### config.mk
export PLATFORM = sky130hd
export DESIGN_NAME = mips_bus_arbiter
export DESIGN_NICKNAME = d
export VERILOG_FILES = /design/src/rtl/mips_bus_arbiter.sv
export SDC_FILE = /design/constraint.sdc
export NUM_CORES = 1
export LEC_CHECK = 0
export CAP_MARGIN = 0
export CORE_AREA = 2 2 107 109
export DETAILED_ROUTE_END_ITERATION = 10
export DIE_AREA = 0 0 109 111
export DONT_BUFFER_PORTS = 1
export PLACE_DENSITY = 0.3
export SLEW_MARGIN = 20
export SYNTH_ARGS = -nofsm -noshare
export SYNTH_HDL_FRONTEND = slang
export SYNTH_SLANG_ARGS = --single-unit
### constraint.sdc
create_clock -name clk -period 1.76 [get_ports clk]
set_clock_uncertainty 0.2 [all_clocks]
set_input_delay 0.176 -clock clk [delete_from_list [all_inputs] [get_ports clk]]
set_output_delay 0.176 -clock clk [all_outputs]
set_load 0.02 [all_outputs]
### src/rtl/mips_bus_arbiter.sv
// Two-master (data / instruction fetch) arbiter onto one memory bus; 1 arbitration cycle, then memory waitrequest passes straight through.
// Tie break is fixed data priority unless ARB_ROUND_ROBIN_EN is defined, which alternates against the last completed port.
module mips_bus_arbiter (
  input  logic        clk,
  input  logic        reset,
  // data-port master
  input  logic [31:0] d_address,
  input  logic [31:0] d_writedata,
  input  logic        d_read,
  input  logic        d_write,
  input  logic [3:0]  d_byteenable,
  output logic        d_waitrequest,
  output logic [31:0] d_readdata,
  // instruction-fetch master
  input  logic [31:0] i_address,
  input  logic        i_read,
  output logic        i_waitrequest,
  output logic [31:0] i_readdata,
  // shared memory bus
  output logic [31:0] address,
  output logic [31:0] writedata,
  output logic        read,
  output logic        write,
  output logic [3:0]  byteenable,
  input  logic        waitrequest,
  input  logic [31:0] readdata,
  output logic [1:0]  grant
);

  typedef enum logic [1:0] {
    IDLE  = 2'd0,
    GNT_D = 2'd1,
    GNT_I = 2'd2
  } state_t;

  state_t r_state;
  state_t w_state_nxt;
  state_t w_state_eff;
  logic   r_last_grant_i;
  logic   w_last_grant_i_nxt;
  logic   w_d_req;
  logic   w_i_req;
  logic   w_d_wins_tie;

  assign w_d_req = d_read | d_write;
  assign w_i_req = i_read;

`ifdef ARB_ROUND_ROBIN_EN
  assign w_d_wins_tie = r_last_grant_i;
`else
  // last_grant is still tracked here so both builds share identical state
  assign w_d_wins_tie = 1'b1 | r_last_grant_i;
`endif

  always_ff @(posedge clk) begin
    if (reset) begin
      r_state        <= IDLE;
      r_last_grant_i <= 1'b1;
    end else begin
      r_state        <= w_state_nxt;
      r_last_grant_i <= w_last_grant_i_nxt;
    end
  end

  always_comb begin
    w_state_nxt        = r_state;
    w_last_grant_i_nxt = r_last_grant_i;
    case (r_state)
      IDLE: begin
        if (w_d_req && w_i_req) begin
          w_state_nxt = w_d_wins_tie ? GNT_D : GNT_I;
        end else if (w_d_req) begin
          w_state_nxt = GNT_D;
        end else if (w_i_req) begin
          w_state_nxt = GNT_I;
        end
      end
      GNT_D: begin
        if (!w_d_req) begin
          w_state_nxt = IDLE;
        end else if (!waitrequest) begin
          w_state_nxt        = IDLE;
          w_last_grant_i_nxt = 1'b0;
        end
      end
      GNT_I: begin
        if (!w_i_req) begin
          w_state_nxt = IDLE;
        end else if (!waitrequest) begin
          w_state_nxt        = IDLE;
          w_last_grant_i_nxt = 1'b1;
        end
      end
      default: w_state_nxt = IDLE;
    endcase
  end

  // Reset forces idle outputs in the very cycle it is asserted, not only after the edge
  always_comb begin
    w_state_eff = r_state;
    if (reset) begin
      w_state_eff = IDLE;
    end
  end

  always_comb begin
    address       = 32'd0;
    writedata     = 32'd0;
    read          = 1'b0;
    write         = 1'b0;
    byteenable    = 4'd0;
    d_waitrequest = 1'b1;
    d_readdata    = 32'd0;
    i_waitrequest = 1'b1;
    i_readdata    = 32'd0;
    grant         = 2'b00;
    case (w_state_eff)
      GNT_D: begin
        address       = d_address;
        writedata     = d_writedata;
        // simultaneous read+write from the data master is handled as a write
        read          = d_read & ~d_write;
        write         = d_write;
        byteenable    = d_byteenable;
        d_waitrequest = waitrequest;
        d_readdata    = readdata;
        grant         = 2'b01;
      end
      GNT_I: begin
        address       = i_address;
        read          = i_read;
        byteenable    = 4'b1111;
        i_waitrequest = waitrequest;
        i_readdata    = readdata;
        grant         = 2'b10;
      end
      default: ;
    endcase
  end

endmodule

==> results of run 1 <==
[cell type report]
type	instances	area share (%)
sequential	2	1.472
tap	143	6.378
inverter	4	0.6244
timing repair buffer	42	22.08
clock buffer	3	2.676
multi-input combinational	185	66.77
[power breakdown]
part	internal (mW)	total (mW)	switching, mW
registers	0.0484	0.0496	0.00121
clock network	0.289	0.338	0.0491
logic	0.220	0.509	0.290
[kinds of logic after synthesis]
family | Yosys count
flops | 2
fa+ha+maj | 4
buf+inv | 27
compound gates | 39
simple gates | 142
[routing by layer]
metal  vias to the layer above  global-route usage, %
li1                        744                      -
met1                       791                  10.36
met2                       106                  14.24
met3                         4                  1.117
met4                         0                  1.624
met5                         -                      0
[worst max-delay path, cell delays in order (launching register included)]
cell and delay (ns):
dfxtp_2 0.31, or2b_4 0.30, inv_4 0.07, ha_4 0.16, buf_6 0.13, clkbuf_16 0.15, a22oi_2 0.08, nor2_4 0.17
[what timing repair did]
action / CTS / global route
setup buffers: 8 / 3
cloned: 4 / 6
resized for setup: 200 / 62
pin swaps: 13 / 35
endpoints found under the hold margin: 2 / 0
endpoints found under the setup margin: 136 / 136
hold buffers: 5 / 0
[worst paths after layout]
check                   from  slack [ns]  cells after the start         end
setup / recovery  r_state[1]       -0.21                      7  address[6]
hold / removal        i_read        0.27                      2        read
setup reg to reg  r_state[1]        0.28                      3  r_state[1]
hold reg to reg   r_state[0]        0.31                      2  r_state[1]
[layout by cell type, fill, tap and decap left out, drive strengths merged]
| cell type | Yosys | final |
|---|---|---|
| a21oi | 5 | 5 |
| clkbuf | 15 | 8 |
| nor2 | 37 | 37 |
| nand2b | 1 | 1 |
| inv | 4 | 4 |
| dfxtp | 2 | 2 |
| nand3b | 1 | 1 |
| buf | 8 | 32 |
| ha | 4 | 4 |
| a2111oi | 2 | 2 |
| or2b | 1 | 1 |
| a22oi | 32 | 32 |
| dlygate4sd3 | 0 | 5 |
| or3 | 1 | 1 |
| nand2 | 4 | 4 |
| and2 | 97 | 97 |
==> metrics.csv, run 1 <==
stage;metric;value;unit
sta;fmax;507.2;MHz
sta;rsz0062_at_grt;true;
drt;drt_wl_total;6511;um
power_and_ir_drop;fin_total_pwr;0.8968;mW
floorplanning;core;0.01108;mm^2
yosys;syn_nets;356;
yosys;synth_xor_xnor_area_share;0;%
drt;met3_length;458;um
setup_path;start_kind;flip-flop;
global_routing;overflow;0;
sta;hold_violations;0;
floorplanning;dieWidth;109;um
finish;antenna_cells;0;
clock_tree;htree_levels;1;
yosys;avgSynthCellArea;5.970;um^2
place;hpwl;4171;um
finish;regArea;41.29;um^2
drt;vias;1645;
yosys;synth_fa_ha_area_share;3.918;%
drt;drt_drc_violations_left;0;
power_and_ir_drop;p_per_area;319.7;mW/mm^2
sta;hold_ws;0.2742;ns
floorplanning;die_y;111;um
drt;via_per_inst;4.340;
place;dp_cells;350;
power_and_ir_drop;p_leak;0.9478;nW
sta;period_share;112.0;%
finish;nFillCells;1203;
finish;reg.largest.list;r_state x2;
yosys;synthTopCellsByArea;and2_1 48%, a22oi_1 19%, nor2_1 11%;
yosys;yosysUniqueCellTypes;17;
yosys;yosys_register_bits;2;
drt;drt_iter0_markers;34;
sta;maxSlewViolCount;0;
place;gp_congestion;0.8435;
setup_path;crit_arrival;1.60;ns
sta;slew-limit-headroom;79.18;%
run;drv_cap;0;
finish;final_util;25.32;%
setup_path;critical_path_class;flip-flop to output port;
setup_path;worst-path-max-fanout;6;
place;place_worst_setup_slack;-0.06148;ns
sta;setup_slack;-0.2117;ns
yosys;yosys_most_used_dff;dfxtp_1;
yosys;synth_top_family_by_area;simple AND/OR/NAND/NOR gates;
sta;finalSetupViolCount;136;
drt;wl_met2;3457;um
yosys;yosys.area.top_type_share;47.50;%
floorplanning;ios;276;
finish;instances_no_fill;379;
finish;fin_nets;380;
clock_tree;cts-buffers-inserted;3;
yosys;yosysWarnings;0;
yosys;synthCells;214;
global_routing;grt_max_degree;56;
global_routing;grt_pass1_wl;7714;um
yosys;synthSimpleGateAreaFrac;61.70;%
sta;tns;-17.35;ns
setup_path;cp-end-kind;output port;
power_and_ir_drop;peakVddDrop;0.4648;mV
floorplanning;initial_core_util;11.53;%
drt;highest_layer;met4;
yosys;synth_compound_area_share;22.62;%
yosys;ys_seq_area_share;3.134;%
drt;m1WireLength;2565;um
worst_hold_path;hold_class;input pin to output port;
drt;wl_per_cell;17.18;um
yosys;syn_area;0.001277;mm^2
finish;final_cell_area;0.002805;mm^2
clock_tree;clk_pin_slew;0.03;ns
outcome;violations;negative setup slack;
setup_path;cp.required;1.38;ns
floorplanning;rows;39;
floorplanning;die-area;0.01210;mm^2
outcome;status;complete, but fails checks;
yosys;yosysMostFrequentCell;and2_1;
clock_tree;root_buffer;clkbuf_16;
drt;firstDrtPassIters;4;
finish;multiInputGateArea;0.001873;mm^2
sta;period_needed;1.972;ns
finish;post_route_cells_drive_above_1_share;92.80;%
yosys;synth_mux_area_share;0;%
yosys;synth_common_cells;97 x and2_1, 37 x nor2_1, 32 x a22oi_1;
yosys;ys_async_sr_fraction;0;%
clock_tree;cts_num_sinks;2;
yosys;synth_top_area_cell;and2_1;
drt;ant_nets;0;
finish;largest_reg_flops;2;
place;io_buffers;0;
global_routing;antenna_found_initial;0;
yosys;synth_edf_count;0;
clock_tree;clockBufferDepth;2;
sta;worstMarginPinSlew;0.3044;ns
clock_tree;clk_latency;0.22;ns
global_routing;grt_use_total;8.089;%
finish;areaGrowthSynthToFinish;119.6;%
place;place_area;0.001823;mm^2
finish;regMostFlops;r_state;
global_routing;grt_pass1_vias;1399;
clock_tree;cts_tree;built;
Power figures use the tool's default switching activity.
==> run 2, diff against run 1 <==
Clock period 1.76 ns to 2.25 ns, I/O delays scaled along.
==> run 2 against run 1 <==
- critical path depth decreased by 1
- setup slack improved by 0.31 ns
- count of clock-buffer cells in the layout unchanged
- sequential power decreased by 21%
- wire length decreased by 0.26%
- critical endpoint is now i_readdata[23]
- global-route usage decreased by 0.82 points
- final area decreased by 30%
- the flow now finishes without violations
- highest routed layer unchanged
==> metrics.csv, run 2 (synthesized netlist as in run 1, its figures left out) <==
stage;metric;value;unit
sta;setup_slack;0.09935;ns
clock_tree;cts_tree;built;
global_routing;overflow;0;
drt;vias;1674;
finish;final_cell_area;0.001954;mm^2
global_routing;antenna_found_initial;0;
sta;period_share;95.58;%
setup_path;path_buf_inv;3;
drt;via_per_inst;4.348;
floorplanning;dieWidth;109;um
place;place_area;0.001699;mm^2
finish;reg.largest.list;r_state x2;
power_and_ir_drop;p_per_area;281.2;mW/mm^2
finish;fin_nets;386;
finish;antenna_cells;0;
clock_tree;htree_levels;1;
setup_path;cp-end-kind;output port;
place;hpwl;4586;um
finish;regMostFlops;r_state;
drt;ant_nets;0;
global_routing;grt_use_total;7.270;%
sta;hold_violations;0;
clock_tree;root_buffer;clkbuf_16;
clock_tree;clockBufferDepth;2;
setup_path;max_stage_delay;0.34;ns
floorplanning;die_y;111;um
global_routing;grt_pass1_wl;6803;um
finish;post_route_cells_drive_above_1_share;22.31;%
worst_hold_path;holdPathStages;2;
finish;final_util;17.64;%
drt;drt_wl_total;6494;um
finish;final_cell_mix;97 x and2_1, 37 x nor2_1, 37 x buf_4, 32 x a22oi_1, 7 x clkbuf_16;
power_and_ir_drop;p_leak;0.7746;nW
run;drv_cap;0;
sta;fmax;465.0;MHz
drt;firstDrtPassIters;4;
setup_path;worst-path-max-fanout;25;
sta;finalSetupViolCount;0;
power_and_ir_drop;fin_total_pwr;0.5495;mW
global_routing;grt_pass1_vias;1375;
worst_hold_path;hold_class;input pin to flip-flop;
sta;maxSlewViolCount;0;
drt;drt_drc_violations_left;0;
place;place_worst_setup_slack;0.1450;ns
setup_path;cp.required;1.82;ns
place;gp_congestion;0.7744;
floorplanning;ios;276;
drt;drt_iter0_markers;56;
setup_path;cp_cell_sequence;or2b_4, inv_2, ha_4, buf_12, clkbuf_16, and2_1;
clock_tree;clk_latency;0.22;ns
setup_path;cp_num_cells;6;
floorplanning;rows;39;
setup_path;start_kind;flip-flop;
finish;areaGrowthSynthToFinish;52.99;%
clock_tree;clk_pin_slew;0.03;ns
clock_tree;cts_num_sinks;2;
finish;layout_commonest_cell;and2_1;
sta;period_needed;2.151;ns
sta;worstMarginPinSlew;0.3871;ns
setup_path;ff2ff_path_depth;3;
place;io_buffers;0;
sta;slew-limit-headroom;74.19;%
setup_path;critical_path_class;flip-flop to output port;
floorplanning;die-area;0.01210;mm^2
outcome;status;finished, final reports clean;
finish;largest_reg_flops;2;
sta;tns;0;ns
setup_path;crit_arrival;1.73;ns
clock_tree;cts-buffers-inserted;3;
drt;wl_per_cell;16.87;um
global_routing;grt_max_degree;79;
setup_path;cpLargestDelayFamily;simple AND/OR/NAND/NOR gates;
floorplanning;core;0.01108;mm^2
power_and_ir_drop;peakVddDrop;0.1327;mV
setup_path;slowest_stage;dfxtp_1;
floorplanning;initial_core_util;11.53;%
==> run 2: path summary, 6_finish.rpt <==
check	from	to	slack, ns
setup / recovery	r_state[1]	i_readdata[23]	0.1
hold / removal	d_write	r_state[0]	0.003
setup reg to reg	r_state[1]	r_state[1]	0.35
hold reg to reg	r_state[1]	r_state[0]	0.27
==> run 2: cell type report <==
class | count | area, um^2
Tap cell | 143 | 178.9
Fill cell | 1252 | 9123
Inverter | 4 | 15.01
Sequential cell | 2 | 40.04
Multi-Input combinational cell | 185 | 1156
Clock buffer | 3 | 75.07
Timing Repair Buffer | 48 | 489.2
==> run 2: metrics by stage <==
stage / hold slack [ns] / cells
floorplan: 0.1007 / 214
CTS: 0.01043 / 380
finish: 0.002696 / 385
detailed placement: 0.1028 / 375
global placement: 0.1030 / 375
global route: 0.02936 / 385
==> run 2: worst reg2reg max path: stages, from the launching register on <==
cell           delay (ns)
dfxtp_1              0.31
or3_1                0.38
a2111oi_2            0.36
dlygate4sd3_1        0.59
==> run 2: power by group <==
part	switching (mW)	leakage [nW]	internal (mW)
clock network	0.0388	0.0370	0.226
logic	0.165	0.721	0.0805
registers	0.00167	0.0165	0.0378
total	0.205	0.775	0.344
==> run 2: routing by layer <==
layer / track usage, % / vias up / wire (um)
met1: 6.543 / 747 / 2180
li1: - / 757 / -
met5: 0 / - / 0
met3: 0.9994 / 2 / 636
met4: 1.026 / 0 / 14
met2: 16.23 / 168 / 3661
==> run 2: timing repair <==
| action | in CTS | in global routing |
|---|---|---|
| endpoints found under the setup margin | 37 | 26 |
| hold endpoints to repair | 2 | 0 |
| cloned | 0 | 4 |
| hold buffers | 2 | 0 |
| buffers inserted | 0 | 1 |
| resized for setup | 1 | 7 |
